`src/rtl/pipeline_pkg.sv`:
```
// rtl/pipeline_pkg.sv - shared pipeline types and memory-op helpers
package pipeline_pkg;

    typedef enum logic [3:0] {
        MEM_NONE = 4'd0,
        MEM_LB   = 4'd1,
        MEM_LBU  = 4'd2,
        MEM_LH   = 4'd3,
        MEM_LHU  = 4'd4,
        MEM_LW   = 4'd5,
        MEM_SB   = 4'd6,
        MEM_SH   = 4'd7,
        MEM_SW   = 4'd8
    } mem_op_t;

    typedef enum logic [1:0] {
        LSU_IDLE,
        LSU_REQ,
        LSU_WAIT_RD,
        LSU_DONE
    } lsu_state_t;

    function automatic logic mem_is_load(input mem_op_t op);
        return op inside {MEM_LB, MEM_LBU, MEM_LH, MEM_LHU, MEM_LW};
    endfunction

    function automatic logic mem_is_byte(input mem_op_t op);
        return op inside {MEM_LB, MEM_LBU, MEM_SB};
    endfunction

    function automatic logic mem_is_half(input mem_op_t op);
        return op inside {MEM_LH, MEM_LHU, MEM_SH};
    endfunction

    function automatic logic mem_is_word(input mem_op_t op);
        return op inside {MEM_LW, MEM_SW};
    endfunction

    function automatic logic mem_aligned(input mem_op_t op, input logic [1:0] addr);
        if (mem_is_half(op)) return !addr[0];
        if (mem_is_word(op)) return addr == 2'b00;
        return 1'b1;
    endfunction

    function automatic logic [3:0] mem_be(input mem_op_t op, input logic [1:0] addr);
        if (mem_is_byte(op)) return 4'b0001 << addr;
        if (mem_is_half(op)) return addr[1] ? 4'b1100 : 4'b0011;
        if (mem_is_word(op)) return 4'b1111;
        return 4'b0000;
    endfunction

endpackage

```
`src/rtl/lsu_align.sv`:
```
// rtl/lsu_align.sv - store lane replication / byte enables and load lane extraction
module lsu_align
    import pipeline_pkg::*;
(
    input  mem_op_t     st_op,
    input  logic [1:0]  st_addr,
    input  logic [31:0] st_wd,
    output logic [3:0]  st_be,
    output logic [31:0] st_wdata,
    input  mem_op_t     ld_op,
    input  logic [1:0]  ld_addr,
    input  logic [31:0] ld_rdata,
    output logic [31:0] ld_data
);

    logic [7:0]  ld_byte;
    logic [15:0] ld_half;

    always_comb begin
        st_be    = mem_be(st_op, st_addr);
        st_wdata = st_wd;
        if (mem_is_byte(st_op)) begin
            st_wdata = {4{st_wd[7:0]}};
        end else if (mem_is_half(st_op)) begin
            st_wdata = {2{st_wd[15:0]}};
        end

        case (ld_addr)
            2'd0:    ld_byte = ld_rdata[7:0];
            2'd1:    ld_byte = ld_rdata[15:8];
            2'd2:    ld_byte = ld_rdata[23:16];
            default: ld_byte = ld_rdata[31:24];
        endcase
        ld_half = ld_addr[1] ? ld_rdata[31:16] : ld_rdata[15:0];

        case (ld_op)
            MEM_LB:  ld_data = {{24{ld_byte[7]}}, ld_byte};
            MEM_LBU: ld_data = {24'd0, ld_byte};
            MEM_LH:  ld_data = {{16{ld_half[15]}}, ld_half};
            MEM_LHU: ld_data = {16'd0, ld_half};
            default: ld_data = ld_rdata;
        endcase
    end

endmodule

```
`src/rtl/memory_lsu.sv`:
```
// rtl/memory_lsu.sv - memory-stage load/store unit: FSM, timeout counter, request registers
module memory_lsu
    import pipeline_pkg::*;
#(
    parameter int unsigned TIMEOUT = 255
) (
    input  logic        clock,
    input  logic        reset,
    input  logic        m_valid,
    input  logic [3:0]  m_mem_op,
    input  logic [31:0] m_alu_out,
    input  logic [31:0] m_dmem_wd,
    output logic [31:0] m_dmem_rd,
    output logic        stall,
    output logic        misalign,
    output logic        bus_error,
    output logic        dmem_req,
    output logic        dmem_we,
    output logic [31:0] dmem_addr,
    output logic [3:0]  dmem_be,
    output logic [31:0] dmem_wdata,
    input  logic        dmem_gnt,
    input  logic        dmem_rvalid,
    input  logic [31:0] dmem_rdata
);

    localparam logic [9:0] TMO_LAST = 10'(TIMEOUT - 1);

    lsu_state_t  state_q, state_d;
    logic [31:0] addr_q, addr_d, wdata_q, wdata_d, rd_q, rd_d;
    logic [3:0]  be_q, be_d;
    logic        we_q, we_d;
    mem_op_t     op_q, op_d;
    logic [1:0]  lane_q, lane_d;
    logic [9:0]  cnt_q, cnt_d;

    mem_op_t     op_in;
    logic        active, start, mis, expire;
    logic [3:0]  st_be;
    logic [31:0] st_wdata, ld_data;

    assign op_in  = mem_op_t'(m_mem_op);
    // Gated by reset so nothing combinational escapes while reset is held.
    assign active = reset && m_valid && (op_in != MEM_NONE) && (state_q == LSU_IDLE);
    assign start  = active && mem_aligned(op_in, m_alu_out[1:0]);
    assign mis    = active && !mem_aligned(op_in, m_alu_out[1:0]);
    assign expire = (cnt_q == TMO_LAST);

    lsu_align u_align (
        .st_op    (op_in),
        .st_addr  (m_alu_out[1:0]),
        .st_wd    (m_dmem_wd),
        .st_be    (st_be),
        .st_wdata (st_wdata),
        .ld_op    (op_q),
        .ld_addr  (lane_q),
        .ld_rdata (dmem_rdata),
        .ld_data  (ld_data)
    );

    always_comb begin
        state_d   = state_q;
        addr_d    = addr_q;
        wdata_d   = wdata_q;
        be_d      = be_q;
        we_d      = we_q;
        op_d      = op_q;
        lane_d    = lane_q;
        cnt_d     = cnt_q;
        rd_d      = rd_q;
        stall     = 1'b0;
        dmem_req  = 1'b0;
        misalign  = mis;
        bus_error = 1'b0;

        case (state_q)
            LSU_IDLE: begin
                stall = start;
                if (start) begin
                    addr_d  = {m_alu_out[31:2], 2'b00};
                    be_d    = st_be;
                    wdata_d = st_wdata;
                    we_d    = !mem_is_load(op_in);
                    op_d    = op_in;
                    lane_d  = m_alu_out[1:0];
                    cnt_d   = '0;
                    state_d = LSU_REQ;
                end else if (mis) begin
                    rd_d = '0;
                end
            end
            LSU_REQ: begin
                stall    = 1'b1;
                dmem_req = 1'b1;
                cnt_d    = cnt_q + 10'd1;
                // A grant on the expiry cycle still completes the access.
                if (dmem_gnt) begin
                    state_d = mem_is_load(op_q) ? LSU_WAIT_RD : LSU_DONE;
                end else if (expire) begin
                    bus_error = 1'b1;
                    rd_d      = '0;
                    state_d   = LSU_DONE;
                end
            end
            LSU_WAIT_RD: begin
                stall = 1'b1;
                cnt_d = cnt_q + 10'd1;
                if (dmem_rvalid) begin
                    rd_d    = ld_data;
                    state_d = LSU_DONE;
                end else if (expire) begin
                    bus_error = 1'b1;
                    rd_d      = '0;
                    state_d   = LSU_DONE;
                end
            end
            default: begin
                state_d = LSU_IDLE;
            end
        endcase
    end

    always_ff @(posedge clock or negedge reset) begin
        if (!reset) begin
            state_q <= LSU_IDLE;
            addr_q  <= '0;
            wdata_q <= '0;
            be_q    <= '0;
            we_q    <= 1'b0;
            op_q    <= MEM_NONE;
            lane_q  <= '0;
            cnt_q   <= '0;
            rd_q    <= '0;
        end else begin
            state_q <= state_d;
            addr_q  <= addr_d;
            wdata_q <= wdata_d;
            be_q    <= be_d;
            we_q    <= we_d;
            op_q    <= op_d;
            lane_q  <= lane_d;
            cnt_q   <= cnt_d;
            rd_q    <= rd_d;
        end
    end

    assign m_dmem_rd  = mis ? 32'd0 : rd_q;
    assign dmem_we    = we_q;
    assign dmem_addr  = addr_q;
    assign dmem_be    = be_q;
    assign dmem_wdata = wdata_q;

endmodule

```
`config.mk`:
```
export PLATFORM = sky130hd
export DESIGN_NAME = memory_lsu
export DESIGN_NICKNAME = d
export VERILOG_FILES = /design/src/rtl/pipeline_pkg.sv /design/src/rtl/lsu_align.sv /design/src/rtl/memory_lsu.sv
export SDC_FILE = /design/constraint.sdc
export NUM_CORES = 1
export LEC_CHECK = 0
export CORE_MARGIN = 1.5
export CORE_UTILIZATION = 51
export CTS_CLUSTER_DIAMETER = 80
export DETAILED_ROUTE_END_ITERATION = 16
export PLACE_DENSITY = 0.93
export SLEW_MARGIN = 30
export SYNTH_ARGS = -nofsm -noshare
export SYNTH_HDL_FRONTEND = slang
export SYNTH_HIERARCHICAL = 1
export SYNTH_SLANG_ARGS = --single-unit
```
`constraint.sdc`:
```
create_clock -name clock -period 5.5 [get_ports clock]
set_clock_uncertainty 0.1 [all_clocks]
set_input_delay 1.375 -clock clock [delete_from_list [all_inputs] [get_ports clock]]
set_output_delay 1.375 -clock clock [all_outputs]
set_load 0.1 [all_outputs]
```
**Word-level counts from Yosys, hierarchy flattened**

Cells that the tools add are included.

- Bits in registers: 117
- Latch bits: 0
- RAM bits: 0
- ROM bits: 0
- Input bits: 105
- Output and inout bits: 105
- Logic and storage cells: 98
- Memories: 0

- $add $sub $neg: 1
- Multiply operators: 0
- Divide/modulo/power cells: 0
- Magnitude comparators: 0
- Equality and inequality tests: 21
- Shifts and indexed selects: 1
- Multiplexer cells: 43
- Bitwise gates (word level): 0
- Reductions and logical operators: 23

Operator list:

| cell | count |
|---|---|
| $mux W32 | 7 |
| $pmux W32 S4 | 1 |
| $pmux W32 S3 | 1 |
| $mux W4 | 7 |
| $eq A4 B3 Y1 const B | 6 |
| $pmux W8 S3 | 1 |
| $pmux W10 S2 | 1 |
| $eq A4 B2 Y1 const B | 4 |
| $mux W1 | 16 |
| $mux W16 | 1 |
| $add A10 B1 Y10 const B | 1 |
| $eq A10 B8 Y1 const B | 1 |
| $mux W10 | 1 |
| $reduce_bool A5 Y1 | 2 |
| $reduce_bool A3 Y1 | 3 |
| $eq A4 B1 Y1 const B | 2 |
| $mux W2 | 4 |
| $logic_not A2 Y1 | 3 |
| $ne A2 B2 Y1 const B | 3 |
| $pmux W2 S3 | 1 |
| $logic_and A1 B1 Y1 | 5 |
| $eq A2 B1 Y1 const B | 2 |
| $eq A2 B2 Y1 const B | 2 |
| $eq A4 B4 Y1 const B | 1 |
| 8 further kinds | 13 |

**Longest topological paths before layout**

Gate-level depths: netlist of run 1.

- Depth in word-level cells: 11
- Gate-level depth with buffers: 9
- Gate-level depth less buffers: 7

**By module**

The synthesis of run 1 kept the hierarchy.

By module, submodules not included:

| module | instances | cells an instance | area each (um2) | seq. area each (um2) |
|---|---|---|---|---|
| memory_lsu | 1 | 383 | 5037.3 | 2927.8 |
| lsu_align | 1 | 197 | 1592.8 | 0.0 |

**Worst setup path before layout of run 1**

OpenSTA, ideal clock, no wires.

- Kind: in2out
- From: in m_alu_out[1]
- To: out stall
- Data arrival time: 3.709 ns
- Required time: 4.025 ns
- Path slack: 0.316 ns
- Stages on the path: 6
- Path buffers: 2
- Cells stage by stage: a21oi_1 -> o32a_1 -> nand3_2 -> buf_4 -> buf_4 -> a21oi_1

- Longest elaborated chain between the ends: 6

Ends and longest elaborated chain:

| item | RTL line | text |
|---|---|---|
| start: declaration | memory_lsu.sv:11 | `input logic [31:0] m_alu_out,` |
| $logic_not A2 Y1 | pipeline_pkg.sv:41 | `if (mem_is_word(op)) return addr == 2'b00;` |
| $mux W1 | pipeline_pkg.sv:41 |  |
| $mux W1 | pipeline_pkg.sv:42 | `return 1'b1;` |
| $mux W1 | pipeline_pkg.sv:41 |  |
| $logic_and A1 B1 Y1 | memory_lsu.sv:45 | `assign start = active && mem_aligned(op_in, m_alu_out[1:0]);` |
| $pmux W1 S2 | memory_lsu.sv:76 | `case (state_q)` |
| end: declaration | memory_lsu.sv:14 | `output logic stall,` |

No other way between the ends.

**Final worst setup path of run 1**

- From: in m_mem_op[0]
- To: out m_dmem_rd[31]

- Longest elaborated chain between the ends: 9
- Elaborated cells on any way between the ends: 19
- Those cells by class: eq/ne: 5; mux: 7; reduce/logical: 7

Ends and longest elaborated chain:

| item | RTL line | text |
|---|---|---|
| start: declaration | memory_lsu.sv:10 | `input logic [3:0] m_mem_op,` |
| $eq A4 B3 Y1 / $eq A4 B4 Y1 (equally long branches) | pipeline_pkg.sv:36 | `return op inside {MEM_LW, MEM_SW};` |
| $reduce_bool A2 Y1 | pipeline_pkg.sv:36 |  |
| $mux W1 (2 in a row) | pipeline_pkg.sv:41 |  |
| $mux W1 | pipeline_pkg.sv:42 |  |
| $mux W1 | pipeline_pkg.sv:41 |  |
| $logic_not A1 Y1 | memory_lsu.sv:46 | `assign mis = active && !mem_aligned(op_in, m_alu_out[1:0]);` |
| $logic_and A1 B1 Y1 * | memory_lsu.sv:46 |  |
| $mux W32 * | n/a |  |
| end: declaration | memory_lsu.sv:13 | `output logic [31:0] m_dmem_rd,` |

Mark *: on every way between the ends. The rest lies on a longest branch, timed or not. The select of a mux whose other input is x is not followed.

==> out/metrics.yaml, run 1 <==
status: "complete, no violations"
ant_nets: 0
cts_tree: "yes"
drt_iter0_markers: 506
critical_path.endpoint: "m_dmem_rd[31]"
period_share_pct: 88.5
crit_path_start_kind: "primary input"
clk_pin_slew_ps: 50
setup_tns_ps: 0
grt_pass1_wl_um: 30400
required_ps: 4030
met3_usage_pct: 8.91
drv_slew: 0
drc: 0
first_pass_iters: 5
min_period_ps: 4870
clockBufferDepth: 2
antenna_cells: 0
viasPerCell: 6.09
cts_hold_buf: 0
final_util_pct: 76.2
cts_buffers: 17
max_freq_mhz: 205
synthCells: 580
htreeDepth: 4
fp.dieW_um: 117
hold_ws_ps: 393
r2r_slack_ps: 2590
die_y_um: 117
avgSynthCellArea_um2: 11.4
num_rows: 41
grt_max_degree: 90
coreArea_um2: 12700
finalSetupViolCount: 0
cp_max_fo: 33
synthArstFlopShare_pct: 100
fillerInstances: 793
dieArea_um2: 13700
drv_cap: 0
synth-main-ff-cell: "dfrtp_1"
critPathKind: "in2out"
rsz0062_at_grt: "no"
start_util_pct: 52.3
area_growth_pct: 45.5
top_usage_layer: "met2"
crit_path_end_kind: "primary output"
arrival_ps: 3390
r2r-start: "state_q[0]"
clock_sinks: 117
ff2ff_path_depth: 9
layout.nets: 882
r2r_end: "rd_q[28]"
ys_seq_elements: 117
io_pins: 210
grt_pass1_vias: 5868
grt_usage_pct: 28.9
yosys_warnings: 6
seq_area_frac_synth_pct: 44.2
final_cell_mix: "clkdlybuf4s50_1, dfrtp_1, mux2_2, and2_1, buf_12"
worst_pin_slew_ps: 1020
vias: 5812
wl_per_cell_um: 20.5
port_buffers: 207
hold_violations: 0
syn-cell-area_um2: 6630
cts_root_buf: "clkbuf_16"
synth_edf_count: 0
wl_um: 19500
drive_gt1_share_pct: 24.8
startpoint: "m_mem_op[0]"
grt_overflow: 0
dp_hpwl_um: 13500
post_cts_buffers: 0
insertion_delay_ps: 410
final_common_cell: "clkdlybuf4s50_1"
antenna_found_initial: 0
relSlewSlack_pct: 31.5
ctsResizeCount: 0
holdCritPathClass: "reg2reg"
synth_cell_type_count: 63
gr-usage-met2_pct: 48.2
grt_use_met1_pct: 34.8
place.gp.congestion: 0.850
==> registers in the layout, indices dropped and copies added, names as in the netlist <==
| signal | flops |
|---|---|
| cnt_q | 10 |
| dmem_addr | 30 |
| dmem_be | 4 |
| dmem_wdata | 32 |
| dmem_we | 1 |
| lane_q | 2 |
| op_q | 4 |
| rd_q | 32 |
| state_q | 2 |
==> layer usage <==
metal / routed length (µm) / up-vias
met3: 1860 / 57
met4: 616 / 0
li1: - / 2550
met5: 0 / -
met1: 7540 / 2849
met2: 9520 / 356
==> final cells by class <==
type / instances / area (µm²) / area share [%]
clock buffer: 24 / 502 / 5.20
multi-input combinational: 403 / 3370 / 34.9
inverter: 13 / 48.8 / 0.506
sequential: 117 / 2930 / 30.3
timing repair buffer: 217 / 2470 / 25.6
clock inverter: 8 / 120 / 1.24
tap: 172 / 215 / 2.23
==> synth_stat cells (all sizes together), types with 3 or more instances <==
library cell,instances,share of area [%]
nand2,16,0.91
nor2b,4,0.38
mux2i,11,1.7
a32oi,9,1.2
buf,35,3.8
mux2,88,15
a21oi,17,1.3
dfrtp,117,44
o31ai,3,0.34
or4,3,0.34
inv,12,0.68
o21ai,25,2.0
nand3,17,1.4
nand2b,11,1.0
nor2,23,1.3
o221a,8,1.4
o2bb2ai,8,1.1
clkbuf,13,0.74
nor3,6,0.45
ha,8,1.5
a22o,34,4.5
mux4,8,3.1
a21o,18,2.2
and3,10,0.94
and2,34,3.2
a221o,7,1.1
==> worst max-delay path: stages <==
cell	delay, ps
clkdlybuf4s50_1	470
buf_4	230
a21oi_1	100
o32a_1	420
nand2_1	90
nand2_1	60
buf_4	230
and2_1	220
buf_12	170
==> stage by stage <==
stage,cell area [µm²],cells,worst slack (ps)
floorplan,6630,581,316
global placement,9040,922,682
detailed placement,9030,922,635
CTS,9660,954,630
global route,9650,954,457
finish,9650,954,631
==> worst min path at each step <==
stage              from  endpoint  slack, ps  depth (start not counted)
2_1_floorplan   rd_q[0]   rd_q[0]        360                          1
3_3_place_gp    dmem_we   dmem_we        370                          2
3_5_place_dp   rd_q[19]  rd_q[19]        380                          1
4_1_cts         rd_q[4]   rd_q[4]        400                          1
5_1_grt        rd_q[19]  rd_q[19]        400                          1
6_report        rd_q[2]   rd_q[2]        390                          1
==> cell families after synthesis <==
family,synth area share (%)
xor+xnor,0.264
fa+ha+maj,1.51
simple gates,11.9
other cells,0.0566
buf+inv,5.25
compound gates,17.1
mux,19.7
flops,44.2
Power of run 1 is left out: the tool's default activity adds up to more than one toggle a clock period on the data nets, which glitch-free logic cannot reach.
==> run 2, diff against run 1 <==
--- a/config.mk
+++ b/config.mk
@@ -13,5 +13,4 @@
 export SLEW_MARGIN = 30
 export SYNTH_ARGS = -nofsm -noshare
 export SYNTH_HDL_FRONTEND = slang
-export SYNTH_HIERARCHICAL = 1
 export SYNTH_SLANG_ARGS = --single-unit
==> run 2 against run 1 <==
  * Global-route usage up 2.1 points
  * Die area up 0.42%
  * Maximum frequency down 3.0%
  * Via count up 9.1%
  * Synthesized cell count up 15%
  * Hold slack worse by 12 ps
  * Cell count up 8.7%
  * Critical path depth down 2
  * Sequential cell count unchanged
  * First-iteration DRC count up 25%
  * Register-to-register slack better by 230 ps
==> out/metrics.yaml, run 2 <==
status: "complete, no violations"
antenna_found_initial: 0  # unchanged
cts_tree: "yes"
num_rows: 41  # unchanged
worstPathCellList: "clkdlybuf4s50_1, nor4_1, nor2_1, o21ai_1, buf_4, and2_1, buf_12"
crit_path_start_kind: "primary input"
syn-cell-area_um2: 6660  # +0.43%
setup_tns_ps: 0  # unchanged
clockBufferDepth: 2  # unchanged
ant_nets: 0  # unchanged
yosys_warnings: 0  # -6
max_freq_mhz: 199  # -3.0%
required_ps: 4030  # about the same
r2r_slack_ps: 2820  # +230 ps
port_buffers: 207  # unchanged
period_share_pct: 91.2  # +2.7 points
cts_hold_buf: 0  # unchanged
synth_area_leaders: "dfrtp_1, mux2_2, a21oi_1"
ctsResizeCount: 0  # unchanged
start_util_pct: 52.6  # +0.23 points
finalSetupViolCount: 0  # unchanged
grt_overflow: 0  # unchanged
synthArstFlopShare_pct: 100  # unchanged
coreArea_um2: 12700  # unchanged
holdPathEnd: "cnt_q[9]"
yosys.area.top_type_share_pct: 44.0  # -0.19 points
min_period_ps: 5020  # +149 ps
final_util_pct: 76.6  # +0.44 points
relSlewSlack_pct: 30.6  # -0.93 points
ff2ff_path_depth: 7  # -2
area_growth_pct: 45.8
drive_gt1_share_pct: 17.7  # -7.1 points
insertion_delay_ps: 410  # about the same
die_y_um: 117  # +0.21%
clock_sinks: 117  # unchanged
cp_max_fo: 33  # unchanged
vias: 6343  # +9.1%
wl_um: 20700  # +6.2%
post-synth-top-count-cell: "dfrtp_1"
synth-main-ff-cell: "dfrtp_1"
holdCritPathClass: "reg2reg"
startpoint: "m_mem_op[1]"
r2r-start: "state_q[1]"
viasPerCell: 6.12  # +0.40%
htreeDepth: 4  # unchanged
arrival_ps: 3540  # +150 ps
antenna_cells: 0  # unchanged
hold_path_depth: 1  # unchanged
io_pins: 210  # unchanged
wl_per_cell_um: 20.0  # -2.3%
post_cts_buffers: 0  # unchanged
dieArea_um2: 13800  # +0.42%
hold_violations: 0  # unchanged
grt_max_degree: 97  # +7.8%
synth_cell_type_count: 68  # +7.9%
synth_edf_count: 0  # unchanged
place.gp.congestion: 0.888  # +4.5%
drc: 0  # unchanged
grt_usage_pct: 31.0  # +2.1 points
cts_buffers: 17  # unchanged
r2r_end: "dmem_addr[28]"
synth.largest_area_cell: "dfrtp_1"
cts_root_buf: "clkbuf_16"
drv_cap: 0  # unchanged
grt_pass1_wl_um: 32400  # +6.5%
ys_seq_elements: 117  # unchanged
seq_area_frac_synth_pct: 44.0  # -0.19 points
final_cell_mix: "clkdlybuf4s50_1, dfrtp_1, a21oi_1, o21ai_0, mux2_2"
first_pass_iters: 6  # +1
final_common_cell: "clkdlybuf4s50_1"
grt_pass1_vias: 6414  # +9.3%
synthCells: 666  # +15%
hp-start: "cnt_q[9]"
critPathSlowestCell: "clkdlybuf4s50_1"
dp_hpwl_um: 13900  # +3.0%
critPathKind: "in2out"
ys_top_cells_by_count: "dfrtp_1, a21oi_1, o21ai_0"
drt_iter0_markers: 634  # +25%
crit_path_end_kind: "primary output"
fp.dieW_um: 117  # +0.21%
avgSynthCellArea_um2: 10.0  # -13%
rsz0062_at_grt: "no"
worst_pin_slew_ps: 1040  # +13.9 ps
drv_slew: 0  # unchanged
layout.nets: 964  # +9.3%
clk_pin_slew_ps: 50  # about the same
critPathMaxStageDelay_ps: 660  # +190 ps
## run 2: cell count changes after synthesis, moves of 9 or more
cell,delta
a21o_1,-9
a21oi_1,+65
a22o_1,-24
a31oi_1,+14
a32oi_1,-9
and3_1,-9
clkbuf_1,+9
mux2_2,-42
nand2_1,+9
nor2_1,+13
o211ai_1,+15
o21ai_0,+34
## run 2: through the flow
stage,instances,hold slack [ps],worst slack [ps],cell area [µm²]
after detailed placement,1004,372,486,9110
after global placement,1004,359,656,9100
after global routing,1037,414,224,9710
after floorplan,667,338,140,6660
after CTS,1036,383,471,9700
final,1037,381,483,9710
## run 2: kinds of logic (layout without fill, tap and decap cells)
logic type	count (synthesis)	count (layout)	share of synthesized area [%]
AO/OA/AOI/OAI	235	235	21.8
AND/OR/NAND/NOR	163	163	13.7
flip-flops	117	117	44.0
multiplexers	79	79	14.4
buffers and inverters	63	261	4.74
adder cells (fa/ha/maj)	7	7	1.32
other	1	2	0.0563
XOR/XNOR	1	1	0.132
## run 2: worst max path at each step
stage,end,slack [ps],cells past startpoint
2_1_floorplan,stall,140,9
3_3_place_gp,m_dmem_rd[15],660,7
3_5_place_dp,m_dmem_rd[24],490,7
4_1_cts,m_dmem_rd[24],470,7
5_1_grt,m_dmem_rd[24],220,7
6_report,m_dmem_rd[24],480,7
## run 2: routing by layer
layer | track usage, % | vias to the layer above | routed length [µm]
li1 | - | 2815 | -
met1 | 37.2 | 3014 | 7540
met4 | 13.7 | 0 | 786
met3 | 9.17 | 78 | 2170
met5 | 0 | - | 0
met2 | 51.7 | 436 | 10200
## run 2: cell type report
type	instances	area (µm²)
fill	785	2970
timing repair buffer	219	2500
tap	172	215
clock buffer	20	467
inverter	10	37.5
multi-input combinational	487	3440
clock inverter	12	120
sequential	117	2930
## run 2: worst max-delay path: cells and delay by family
| kind | cells | cell delay [ps] |
|---|---|---|
| simple gates | 3 | 910 |
| buf+inv | 3 | 1130 |
| compound gates | 1 | 110 |
Power of run 2 is left out for the same reason.
